$ cat src/rtl/iis_rx.sv
// iis_rx: slave-mode I2S (Philips format) receiver.
//
// Samples the externally driven SCK/WS/SD pins in the clk_i domain. Each
// SCK rising edge shifts one bit into a left-justified word. A WS change
// marks the LSB of the word belonging to the previous WS level. Completed
// words go into a first-word-fall-through FIFO that is read as a stream.
//
// Ports:
//   clk_i, rst_i         system clock (>= 8x SCK), async active-high reset
//   en_i                 receiver enable; dropping it aborts the partial word
//   flush_i              one-cycle FIFO clear (ovf_o is not touched)
//   ovf_clr_i            clears sticky ovf_o
//   thr_i                level interrupt threshold (0 disables irq_o)
//   sck_i, ws_i, sd_i    asynchronous I2S pins (ws 0 = left, 1 = right)
//   rdata_o, rch_o       head-of-FIFO sample and its channel
//   valid_o, ready_i     output stream handshake
//   level_o              FIFO occupancy, 0..FIFO_DEPTH
//   ovf_o                sticky: a word arrived while the FIFO was full
//   irq_o                registered (level_o >= thr_i) & (thr_i != 0)
//
// Stream handshake: rdata_o/rch_o are valid whenever valid_o is 1 and stay
// stable until accepted. A word is consumed on every clk_i edge where
// valid_o & ready_i. ready_i may be asserted without valid_o; it is ignored.
module iis_rx #(
    parameter int DATA_W     = 16,
    parameter int FIFO_DEPTH = 8,
    parameter int LVL_W      = 4
) (
    input  logic              clk_i,
    input  logic              rst_i,
    input  logic              en_i,
    input  logic              flush_i,
    input  logic              ovf_clr_i,
    input  logic [LVL_W-1:0]  thr_i,
    input  logic              sck_i,
    input  logic              ws_i,
    input  logic              sd_i,
    output logic [DATA_W-1:0] rdata_o,
    output logic              rch_o,
    output logic              valid_o,
    input  logic              ready_i,
    output logic [LVL_W-1:0]  level_o,
    output logic              ovf_o,
    output logic              irq_o
);
    localparam int PTR_W = $clog2(FIFO_DEPTH);
    localparam int CNT_W = $clog2(DATA_W + 1);
    localparam logic [CNT_W-1:0]  BIT_MAX = CNT_W'(DATA_W);
    localparam logic [LVL_W-1:0]  LVL_MAX = LVL_W'(FIFO_DEPTH);
    localparam logic [DATA_W-1:0] MSB_ONE = {1'b1, {(DATA_W-1){1'b0}}};

    // ---------------- pin synchronisers ----------------
    // sck_q[1] is the synchronised SCK, sck_q[2] its delayed copy for edge detect.
    logic [2:0] sck_q;
    logic [1:0] ws_q;
    logic [1:0] sd_q;
    logic       sck_re;
    logic       ws_s;
    logic       sd_s;

    always_ff @(posedge clk_i or posedge rst_i) begin
        if (rst_i) begin
            sck_q <= '0;
            ws_q  <= '0;
            sd_q  <= '0;
        end else begin
            sck_q <= {sck_q[1:0], sck_i};
            ws_q  <= {ws_q[0], ws_i};
            sd_q  <= {sd_q[0], sd_i};
        end
    end

    assign sck_re = sck_q[1] & ~sck_q[2];
    assign ws_s   = ws_q[1];
    assign sd_s   = sd_q[1];

    // ---------------- word assembly FSM ----------------
    typedef enum logic {IDLE = 1'b0, RUN = 1'b1} state_t;

    state_t            state, state_nxt;
    logic [DATA_W-1:0] sr, sr_nxt, sr_ins;
    logic [CNT_W-1:0]  bitcnt, bitcnt_nxt;
    logic              ws_prev, ws_prev_nxt;
    logic              push, push_nxt;
    logic [DATA_W:0]   push_word, push_word_nxt;

    // sr only ever has zeros below the current bit position, so OR-ing the
    // shifted marker places sd at sr[DATA_W-1-bitcnt]. Once bitcnt reaches
    // DATA_W the shift yields zero and further bits are truncated.
    assign sr_ins = sd_s ? (sr | (MSB_ONE >> bitcnt)) : sr;

    always_ff @(posedge clk_i or posedge rst_i) begin
        if (rst_i) begin
            state     <= IDLE;
            sr        <= '0;
            bitcnt    <= '0;
            ws_prev   <= 1'b0;
            push      <= 1'b0;
            push_word <= '0;
        end else begin
            state     <= state_nxt;
            sr        <= sr_nxt;
            bitcnt    <= bitcnt_nxt;
            ws_prev   <= ws_prev_nxt;
            push      <= push_nxt;
            push_word <= push_word_nxt;
        end
    end

    always_comb begin
        state_nxt     = state;
        sr_nxt        = sr;
        bitcnt_nxt    = bitcnt;
        ws_prev_nxt   = ws_prev;
        push_nxt      = 1'b0;
        push_word_nxt = push_word;
        unique case (state)
            IDLE: begin
                sr_nxt     = '0;
                bitcnt_nxt = '0;
                if (sck_re) begin
                    ws_prev_nxt = ws_s;
                    // The edge that reveals the WS change carries the LSB of a
                    // word whose start was missed, so it is dropped.
                    if (en_i && (ws_s != ws_prev)) begin
                        state_nxt = RUN;
                    end
                end
            end
            RUN: begin
                if (!en_i) begin
                    state_nxt  = IDLE;
                    sr_nxt     = '0;
                    bitcnt_nxt = '0;
                end else if (sck_re) begin
                    if (ws_s == ws_prev) begin
                        sr_nxt = sr_ins;
                        if (bitcnt != BIT_MAX) begin
                            bitcnt_nxt = bitcnt + CNT_W'(1);
                        end
                    end else begin
                        push_nxt      = 1'b1;
                        push_word_nxt = {ws_prev, sr_ins};
                        sr_nxt        = '0;
                        bitcnt_nxt    = '0;
                        ws_prev_nxt   = ws_s;
                    end
                end
            end
            default: state_nxt = IDLE;
        endcase
    end

    // ---------------- output FIFO ----------------
    logic [DATA_W:0]  mem [FIFO_DEPTH];
    logic [PTR_W-1:0] wr_ptr, rd_ptr;
    logic [LVL_W-1:0] count;
    logic             full, do_pop, do_push;

    assign valid_o = (count != '0);
    assign full    = (count == LVL_MAX);
    assign do_pop  = valid_o & ready_i;
    // A pop in the same cycle frees the slot, so a full FIFO can still accept.
    assign do_push = push & (~full | do_pop);

    always_ff @(posedge clk_i or posedge rst_i) begin
        if (rst_i) begin
            wr_ptr <= '0;
            rd_ptr <= '0;
            count  <= '0;
            for (int i = 0; i < FIFO_DEPTH; i++) begin
                mem[i] <= '0;
            end
        end else if (flush_i) begin
            wr_ptr <= '0;
            rd_ptr <= '0;
            count  <= '0;
        end else begin
            if (do_push) begin
                mem[wr_ptr] <= push_word;
                wr_ptr      <= wr_ptr + PTR_W'(1);
            end
            if (do_pop) begin
                rd_ptr <= rd_ptr + PTR_W'(1);
            end
            unique case ({do_push, do_pop})
                2'b10:   count <= count + LVL_W'(1);
                2'b01:   count <= count - LVL_W'(1);
                default: count <= count;
            endcase
        end
    end

    assign rdata_o = mem[rd_ptr][DATA_W-1:0];
    assign rch_o   = mem[rd_ptr][DATA_W];
    assign level_o = count;

    // ---------------- overflow and interrupt ----------------
    always_ff @(posedge clk_i or posedge rst_i) begin
        if (rst_i) begin
            ovf_o <= 1'b0;
            irq_o <= 1'b0;
        end else begin
            if (push & full & ~do_pop & ~flush_i) begin
                ovf_o <= 1'b1;
            end else if (ovf_clr_i) begin
                ovf_o <= 1'b0;
            end
            irq_o <= (count >= thr_i) && (thr_i != '0);
        end
    end

endmodule

$ cat config.mk
export PLATFORM = sky130hd
export DESIGN_NAME = iis_rx
export DESIGN_NICKNAME = d
export VERILOG_FILES = /design/src/rtl/iis_rx.sv
export SDC_FILE = /design/constraint.sdc
export NUM_CORES = 1
export LEC_CHECK = 0
export CAP_MARGIN = 20
export CORE_MARGIN = 3
export CORE_UTILIZATION = 60
export CTS_BUF_LIST = sky130_fd_sc_hd__clkbuf_8
export DETAILED_ROUTE_END_ITERATION = 12
export PLACE_DENSITY = 0.79
export SETUP_SLACK_MARGIN = 0.15
export SLEW_MARGIN = 15
export SYNTH_ARGS = -nofsm -noshare
export SYNTH_HDL_FRONTEND = slang
export SYNTH_SLANG_ARGS = --single-unit
$ cat constraint.sdc
create_clock -name clk_i -period 8.5 [get_ports clk_i]
set_clock_uncertainty 0.1 [all_clocks]
set_input_delay 1.7 -clock clk_i [delete_from_list [all_inputs] [get_ports clk_i]]
set_output_delay 1.7 -clock clk_i [all_outputs]
set_load 0.03 [all_outputs]
==> flow_summary.json, run 1 <==
{
  "status": "finished clean",
  "critPathArrivalTime_ns": 3.12,
  "cts_buffers": 17,
  "use_met3": 0.0456,
  "cts_tree": "built",
  "hold_buffers": 0,
  "share_seq_of_total_power": 0.562,
  "slowest_stage": "dfrtp_2",
  "vdd_drop_max_uv": 125,
  "intPower_w": 0.00131,
  "vias_per_cell": 6.21,
  "p_comb_frac": 0.029,
  "hold_path_class": "register to register",
  "clk_pin_slew_ns": 0.10,
  "synth_nets": 642,
  "fin_area_um2": 9830,
  "critical_path_class": "register to output port",
  "via_count": 5189,
  "min_period_ns": 4.92,
  "grt.busiest_layer": "met2",
  "drt_iter0_drc": 407,
  "yosysUniqueCellTypes": 47,
  "area_delta_synth_final_pct": 10.9,
  "h-tree-depth": 4,
  "final_layout_size_suffix_gt1_frac": 0.287,
  "synth.most_common_cell": "dfrtp_1",
  "p_switching_w": 0.000379,
  "post_drt_wl_per_cell_um": 20.5,
  "hold_viol": 0,
  "ys.flop_type": "dfrtp_1",
  "grt.overflow.total": 0,
  "yosys-top-cells-count": "dfrtp_1, mux2_2, mux2_1",
  "dp_slack_ns": 4.00,
  "slew_viol_final": 0,
  "cp_slowest_stage_delay_ns": 0.77,
  "yosysTopAreaCell": "dfrtp_1",
  "drv_cap": 0,
  "yosysTopAreaCellShare": 0.553,
  "clk-insertion-delay-late_ns": 0.47,
  "ys_seq_elements": 196,
  "grt_pass1_vias": 5394,
  "synth-edff-count": 0,
  "ys_seq_area_frac": 0.553,
  "yosys-top-cells-area": "dfrtp_1, mux2_2, mux4_2",
  "clockBufferDepth": 2,
  "post_dp_cell_area_um2": 9330,
  "std_cell_rows": 43,
  "fin_tns_setup_ns": 0,
  "die-area_um2": 16300,
  "antenna_found_initial": 0,
  "gp_congestion": 0.827,
  "grt_first_pass_wirelength_um": 28600,
  "regToRegSetupSlack_ns": 5.84,
  "endpoint_kind": "output port",
  "rsz0062_at_grt": "no",
  "clock_sinks": 196,
  "synth.cell_area_um2": 8870,
  "swShare": 0.225,
  "finalSetupViolations": 0,
  "root_buffer": "clkbuf_8",
  "place_hpwl_um": 10800,
  "port_buffers": 36,
  "grtUsageTotal": 0.225,
  "wirelength_um": 17100,
  "crit_chain": "buf_4 > mux4_2 > mux2_2 > clkdlybuf4s50_1",
  "whs_ns": 0.260,
  "met1_usage": 0.323,
  "met2_usage": 0.359,
  "worst_slack_ns": 3.58,
  "cp.required_ns": 6.70,
  "drc": 0,
  "final_antenna_net_count": 0,
  "crit_fanout": 19,
  "ctsResizeCount": 0,
  "insertedDiodeCount": 0,
  "post-route-period-util": 0.579,
  "ys_async_sr_fraction": 1.00,
  "max_freq_mhz": 203,
  "grt_max_degree": 75,
  "io-pin-count": 37,
  "p_clk_frac": 0.409,
  "start_kind": "register",
  "cts_setup_buffers": 0,
  "die_h_um": 128,
  "syn_avg_cell_area_um2": 14.4,
  "core_um2": 14100,
  "start_util": 0.627,
  "leakage_nw": 4.68,
  "yosys_warnings": 0,
  "synth_cells": 615,
  "drt-pass1-iter-count": 5,
  "dieWidth_um": 128,
  "slew_headroom": 0.315,
  "finalNetCount": 669,
  "worst_slew_pin_slew_ns": 1.03,
  "power_density_nw_per_um2": 171
}
==> final cells by class <==
class	count	area, µm²
flip-flops and latches	196	4910
well taps	180	225
fillers	936	4320
repair buffers	47	462
clock buffers	17	234
multi-input cells	367	3720
clock inverters	15	229
inverters	13	53.8
==> worst max-delay path, delay by kind of cell (launching register included) <==
| family | cells | cell delay, ns |
|---|---|---|
| buffers and inverters | 2 | 1.05 |
| muxes | 2 | 0.84 |
| DFF | 1 | 0.77 |
==> power by group through the flow <==
| stage | combinational, W | sequential [W] | clock, W |
|---|---|---|---|
| final | 0.0000497 | 0.000947 | 0.000689 |
| after detailed placement | 0.0000504 | 0.000966 | 0 |
| after global placement | 0.0000479 | 0.000965 | 0 |
| after global routing | 0.0000563 | 0.000949 | 0.000746 |
| after floorplan | 0.0000331 | 0.000962 | 0 |
| after CTS | 0.0000507 | 0.000947 | 0.000700 |
==> cells in the final DEF, fill, tap and decap left out, types with 17 or more instances in the layout <==
master,Yosys,layout
mux2_1,60,60
mux4_2,34,34
nand2_1,25,25
a21oi_1,19,19
a32o_1,17,17
mux2_2,95,95
nor2_1,18,18
clkdlybuf4s50_1,0,36
dfrtp_1,196,195
clkbuf_8,0,17
==> through the flow <==
stage          std cells   util  power, W
5_1_grt              835  0.695   0.00175
3_5_place_dp         800  0.660   0.00102
2_1_floorplan        615      -  0.000995
6_report             835  0.695   0.00169
3_3_place_gp         799  0.659   0.00101
4_1_cts              832  0.692   0.00170
==> worst paths after layout <==
check / endpoint / depth (start not counted) / startpoint
min in group asynchronous: mem[29]$_DFFE_PP0P_ / 2 / rst_i
min: sck_q[1]$_DFF_PP0_ / 0 / sck_q[0]$_DFF_PP0_
max reg2reg: level_o[3]$_DFFE_PP0P_ / 7 / level_o[0]$_DFFE_PP0P_
max in group asynchronous: mem[135]$_DFFE_PP0P_ / 3 / rst_i
max: rdata_o[4] / 4 / rd_ptr[0]$_DFFE_PP0P_
min reg2reg: sck_q[1]$_DFF_PP0_ / 0 / sck_q[0]$_DFF_PP0_
==> registers in the layout, summed over array words and instances, names as in the netlist <==
signal     count
ovf_o          1
irq_o          1
sd_q           2
sr            16
state          1
level_o        4
rd_ptr         3
mem          136
wr_ptr         3
sck_q          3
bitcnt         5
ws_prev        1
push           1
ws_q           2
push_word     17
==> cells by family (layout without fill, tap and decap cells) <==
logic type | Yosys count | in the layout | share of synthesized area
fa+ha+maj | 14 | 14 | 0.0197
flops | 196 | 196 | 0.553
compound gates | 72 | 72 | 0.0536
xor+xnor | 9 | 9 | 0.00889
simple gates | 79 | 79 | 0.0487
mux | 193 | 193 | 0.289
buf+inv | 52 | 92 | 0.0272
==> metal layers <==
| metal | vias to the layer above | part of all wire |
|---|---|---|
| li1 | 2308 | - |
| met5 | - | 0 |
| met2 | 119 | 0.49 |
| met3 | 22 | 0.038 |
| met4 | 0 | 0.011 |
| met1 | 2740 | 0.47 |
Power figures use the tool's default switching activity.
==> run 2: changes to the inputs <==
clock period = 4.7 ns   (was 8.5 ns; I/O delays follow)
==> run 2 against run 1 <==
Against the previous run: sequential share of layout area down 0.082 points; core utilization up 0.11 points; setup slack worse by 2.9 ns; clock power up 71%; sequential power up 81%.
==> flow_summary.json, run 2 (synthesis results as in run 1) <==
{
  "status": "finished clean",
  "reg_top3": "mem: 136 flops, push_word: 17 flops, sr: 16 flops",
  "cts_tree": "built",
  "slew_viol_final": 0,
  "final_layout_size_suffix_gt1_frac": 0.287,
  "endpoint_kind": "output port",
  "fin_tns_setup_ns": 0,
  "fin_total_pwr_w": 0.00299,
  "dieWidth_um": 128,
  "grt_pass1_vias": 5354,
  "critPathArrivalTime_ns": 2.93,
  "finalSetupViolations": 0,
  "insertedDiodeCount": 0,
  "core_um2": 14100,
  "grt.overflow.total": 0,
  "start_kind": "register",
  "hold_path_class": "register to register",
  "rsz0062_at_grt": "no",
  "start_util": 0.627,
  "hold_viol": 0,
  "final_cells": 835,
  "hold_buffers": 0,
  "grt_max_degree": 81,
  "drc": 0,
  "post-route-period-util": 0.845,
  "post_drt_wl_per_cell_um": 20.3,
  "whs_ns": 0.257,
  "area_delta_synth_final_pct": 11.0,
  "place_hpwl_um": 10800,
  "via_count": 5152,
  "slew_headroom": 0.337,
  "power_density_nw_per_um2": 304,
  "gp_congestion": 0.794,
  "crit_fanout": 20,
  "grt_first_pass_wirelength_um": 28200,
  "die-area_um2": 16300,
  "wirelength_um": 16900,
  "die_h_um": 128,
  "cts_setup_buffers": 0,
  "regToRegSetupSlack_ns": 2.08,
  "n_fill_cell": 954,
  "finish.utilization": 0.696,
  "crit_start": "rd_ptr[0]$_DFFE_PP0P_",
  "dp.cells": 802,
  "final_antenna_net_count": 0,
  "multiInputGateArea_um2": 3730,
  "clock_sinks": 196,
  "layout_commonest_cell": "dfrtp_1",
  "cp.required_ns": 3.66,
  "io-pin-count": 37,
  "mostFrequentLayoutCells": "dfrtp_1, mux2_2, mux2_1",
  "vdd_drop_max_uv": 196,
  "finalNetCount": 669,
  "std_cell_rows": 43,
  "antenna_found_initial": 0,
  "ctsResizeCount": 0,
  "drv_cap": 0,
  "max_freq_mhz": 252,
  "min_period_ns": 3.97,
  "drt-pass1-iter-count": 5,
  "clk_pin_slew_ns": 0.09,
  "largest_reg_flops": 136,
  "min-delay-start": "sd_q[0]$_DFF_PP0_",
  "critical_path_class": "register to output port",
  "clk-insertion-delay-late_ns": 0.46,
  "seq_area_um2": 4910,
  "regMostFlops": "mem",
  "vias_per_cell": 6.17,
  "port_buffers": 36,
  "clockBufferDepth": 2,
  "rr_startpoint": "level_o[0]$_DFFE_PP0P_",
  "h-tree-depth": 4,
  "cts_buffers": 17,
  "drt_iter0_drc": 462,
  "grtUsageTotal": 0.222,
  "root_buffer": "clkbuf_8",
  "leakage_nw": 4.67,
  "worst_slew_pin_slew_ns": 0.994
}
## run 2: metrics by stage
step | worst slack, ns | instance area, µm²
2_1_floorplan | 1.13 | 8870
3_3_place_gp | 1.20 | 9380
3_5_place_dp | 1.19 | 9380
4_1_cts | 0.664 | 9820
5_1_grt | 0.564 | 9850
6_report | 0.730 | 9850
## run 2: final cells by class
type / instances / share of cell area
inverters: 13 / 0.00533
repair buffers: 47 / 0.0508
clock buffers: 17 / 0.0238
flip-flops and latches: 196 / 0.498
clock inverters: 15 / 0.0208
multi-input cells: 367 / 0.378
well taps: 180 / 0.0229
## run 2: report_power, final
group | internal [W] | switching [W]
Sequential | 0.00170 | 0.0000171
Clock | 0.000585 | 0.000597
Combinational | 0.0000324 | 0.0000619
## run 2: metal layers
layer,track usage,routed length [µm]
met1,0.315,7730
met2,0.356,8350
met3,0.0514,688
met4,0.0506,153
met5,0,0
## run 2: critical path: stages, from the launching register on
cell	delay, ns
dfrtp_2	0.76
buf_12	0.29
mux4_2	0.54
mux2_2	0.28
clkdlybuf4s50_1	0.59
## run 2: worst paths after layout
kind,endpoint,depth (start not counted)
setup / recovery,rdata_o[2],4
hold / removal,sd_q[1]$_DFF_PP0_,0
setup reg to reg,level_o[3]$_DFFE_PP0P_,7
hold reg to reg,sd_q[1]$_DFF_PP0_,0
max in group asynchronous,sr[5]$_DFFE_PP0P_,3
min in group asynchronous,mem[30]$_DFFE_PP0P_,2
==> run 3: changes to the inputs <==
clock period = 3.69 ns   (was 4.7 ns; I/O delays follow)
==> run 3 against run 2 <==
Against the previous run: power rose by 23%; sequential power rose by 27%; first-iteration DRC count shrank 45%; clock power rose by 16%; cell count increased by 1.7%; count of clock-buffer cells in the layout increased by 2; setup slack worse by 0.44 ns; non-clock buffer count increased by 14; critical path type unchanged; largest power group unchanged.
==> flow_summary.json, run 3 (synthesis results as in run 1) <==
{
  "critPathArrivalTime_ns": 2.57,
  "wl_met1_um": 8050,
  "via_count": 5164,
  "place_hpwl_um": 11500,
  "slowest_stage": "clkdlybuf4s50_1",
  "drc": 0,
  "vdd_drop_max_uv": 324,
  "layout_commonest_cell": "dfrtp_1",
  "slew_headroom": 0.526,
  "fin_tns_setup_ns": 0,
  "grt_max_degree": 85,
  "met3_wirelength_um": 568,
  "power_density_nw_per_um2": 370,
  "start_kind": "register",
  "wirelength_um": 17200,
  "clock_sinks": 196,
  "critical_path_class": "register to output port",
  "dieWidth_um": 128,
  "antenna_found_initial": 0,
  "crit_chain": "buf_4 > mux4_2 > mux2_2 > clkdlybuf4s50_1",
  "endpoint_kind": "output port",
  "reg_top3": "mem: 136 flops, push_word: 17 flops, sr: 16 flops",
  "post-route-period-util": 0.923,
  "finalNetCount": 683,
  "n_fill_cell": 914,
  "clk-insertion-delay-late_ns": 0.46,
  "final_antenna_net_count": 0,
  "gp_congestion": 0.827,
  "multiInputGateArea_um2": 3720,
  "die-area_um2": 16300,
  "core_um2": 14100,
  "clockBufferDepth": 2,
  "post_drt_wl_per_cell_um": 20.3,
  "vias_per_cell": 6.08,
  "hold_buffers": 0,
  "grtUsageTotal": 0.226,
  "final_layout_size_suffix_gt1_frac": 0.299,
  "slew_viol_final": 0,
  "finalSetupViolations": 0,
  "grt_first_pass_wirelength_um": 28600,
  "clk_pin_slew_ns": 0.09,
  "hold_viol": 0,
  "die_h_um": 128,
  "seq_area_um2": 4910,
  "status": "finished clean",
  "largest_reg_flops": 136,
  "worst_slew_pin_slew_ns": 0.706,
  "rsz0062_at_grt": "no",
  "grt.overflow.total": 0,
  "insertedDiodeCount": 0,
  "leakage_nw": 4.74,
  "grt_pass1_vias": 5410,
  "std_cell_rows": 43,
  "cts_tree": "built",
  "drt-pass1-iter-count": 5,
  "whs_ns": 0.256,
  "h-tree-depth": 4,
  "regMostFlops": "mem",
  "mostFrequentLayoutCells": "dfrtp_1, mux2_2, mux2_1",
  "drv_cap": 0,
  "io-pin-count": 37,
  "highest_layer": "met4",
  "root_buffer": "clkbuf_8",
  "start_util": 0.627,
  "cts_buffers": 17,
  "crit_fanout": 36,
  "max_freq_mhz": 294,
  "cp.required_ns": 2.85,
  "port_buffers": 36,
  "drt_iter0_drc": 256,
  "dr_wl_met2_um": 8410,
  "area_delta_synth_final_pct": 11.8,
  "min_period_ns": 3.40,
  "hold_path_class": "register to register",
  "cp_slowest_stage_delay_ns": 0.61
}
==> run 3: changes by cell type in the layout (fill, tap and decap cells not counted), moves of 2 or more <==
cell        change
buf_4          +13
buf_12          +2
clkbuf_8        +2
bufinv_16       -2
clkinvlp_4      -2
clkinv_2        +2
==> run 3: report_power, final <==
part	internal, W	total, W	switching (W)
Sequential	0.00216	0.00218	0.0000205
Clock	0.000637	0.00137	0.000732
Combinational	0.0000424	0.000122	0.0000797
Total	0.00284	0.00367	0.000832
==> run 3: timing repair <==
item / 4_1_cts / 5_1_grt
resized for setup: 2 / 0
setup buffers: 3 / 0
setup endpoints to repair: 15 / 0
==> run 3: area by class of cell <==
class                   instances  share of cell area
multi-input cells             367               0.376
clock inverters                13              0.0134
clock buffers                  19              0.0264
inverters                      13             0.00530
flip-flops and latches        196               0.495
repair buffers                 61              0.0615
well taps                     180              0.0227
==> run 3: routing by layer <==
metal / global-route usage / vias to the layer above
li1: - / 2335
met2: 0.356 / 85
met3: 0.0460 / 16
met5: 0 / -
met4: 0.0587 / 0
met1: 0.328 / 2728
==> run 3: final timing paths <==
| kind | from | to | slack [ns] | cells past startpoint |
|---|---|---|---|---|
| max in group asynchronous | rst_i | mem[80]$_DFFE_PP0P_ | 1.96 | 3 |
| hold reg to reg | sd_q[0]$_DFF_PP0_ | sd_q[1]$_DFF_PP0_ | 0.26 | 0 |
| setup reg to reg | level_o[0]$_DFFE_PP0P_ | level_o[3]$_DFFE_PP0P_ | 1.04 | 7 |
| min in group asynchronous | rst_i | mem[13]$_DFFE_PP0P_ | 0.63 | 2 |
| setup / recovery | rd_ptr[1]$_DFFE_PP0P_ | rdata_o[10] | 0.29 | 4 |
| hold / removal | sd_q[0]$_DFF_PP0_ | sd_q[1]$_DFF_PP0_ | 0.26 | 0 |
==> run 3: critical path, delay by kind of cell (launching register included) <==
kind | cells | cell delay [ns]
flops | 1 | 0.33
mux | 2 | 0.71
buf+inv | 2 | 1.08
==> run 3: stage by stage <==
stage | std cells | utilization | total power, W | instance area (µm²) | worst slack (ns)
floorplan | 615 | - | 0.00229 | 8870 | 0.320
global placement | 813 | 0.671 | 0.00234 | 9490 | 0.595
detailed placement | 814 | 0.671 | 0.00235 | 9500 | 0.541
CTS | 849 | 0.701 | 0.00371 | 9910 | 0.253
global route | 849 | 0.701 | 0.00382 | 9910 | 0.167
finish | 849 | 0.701 | 0.00367 | 9910 | 0.286
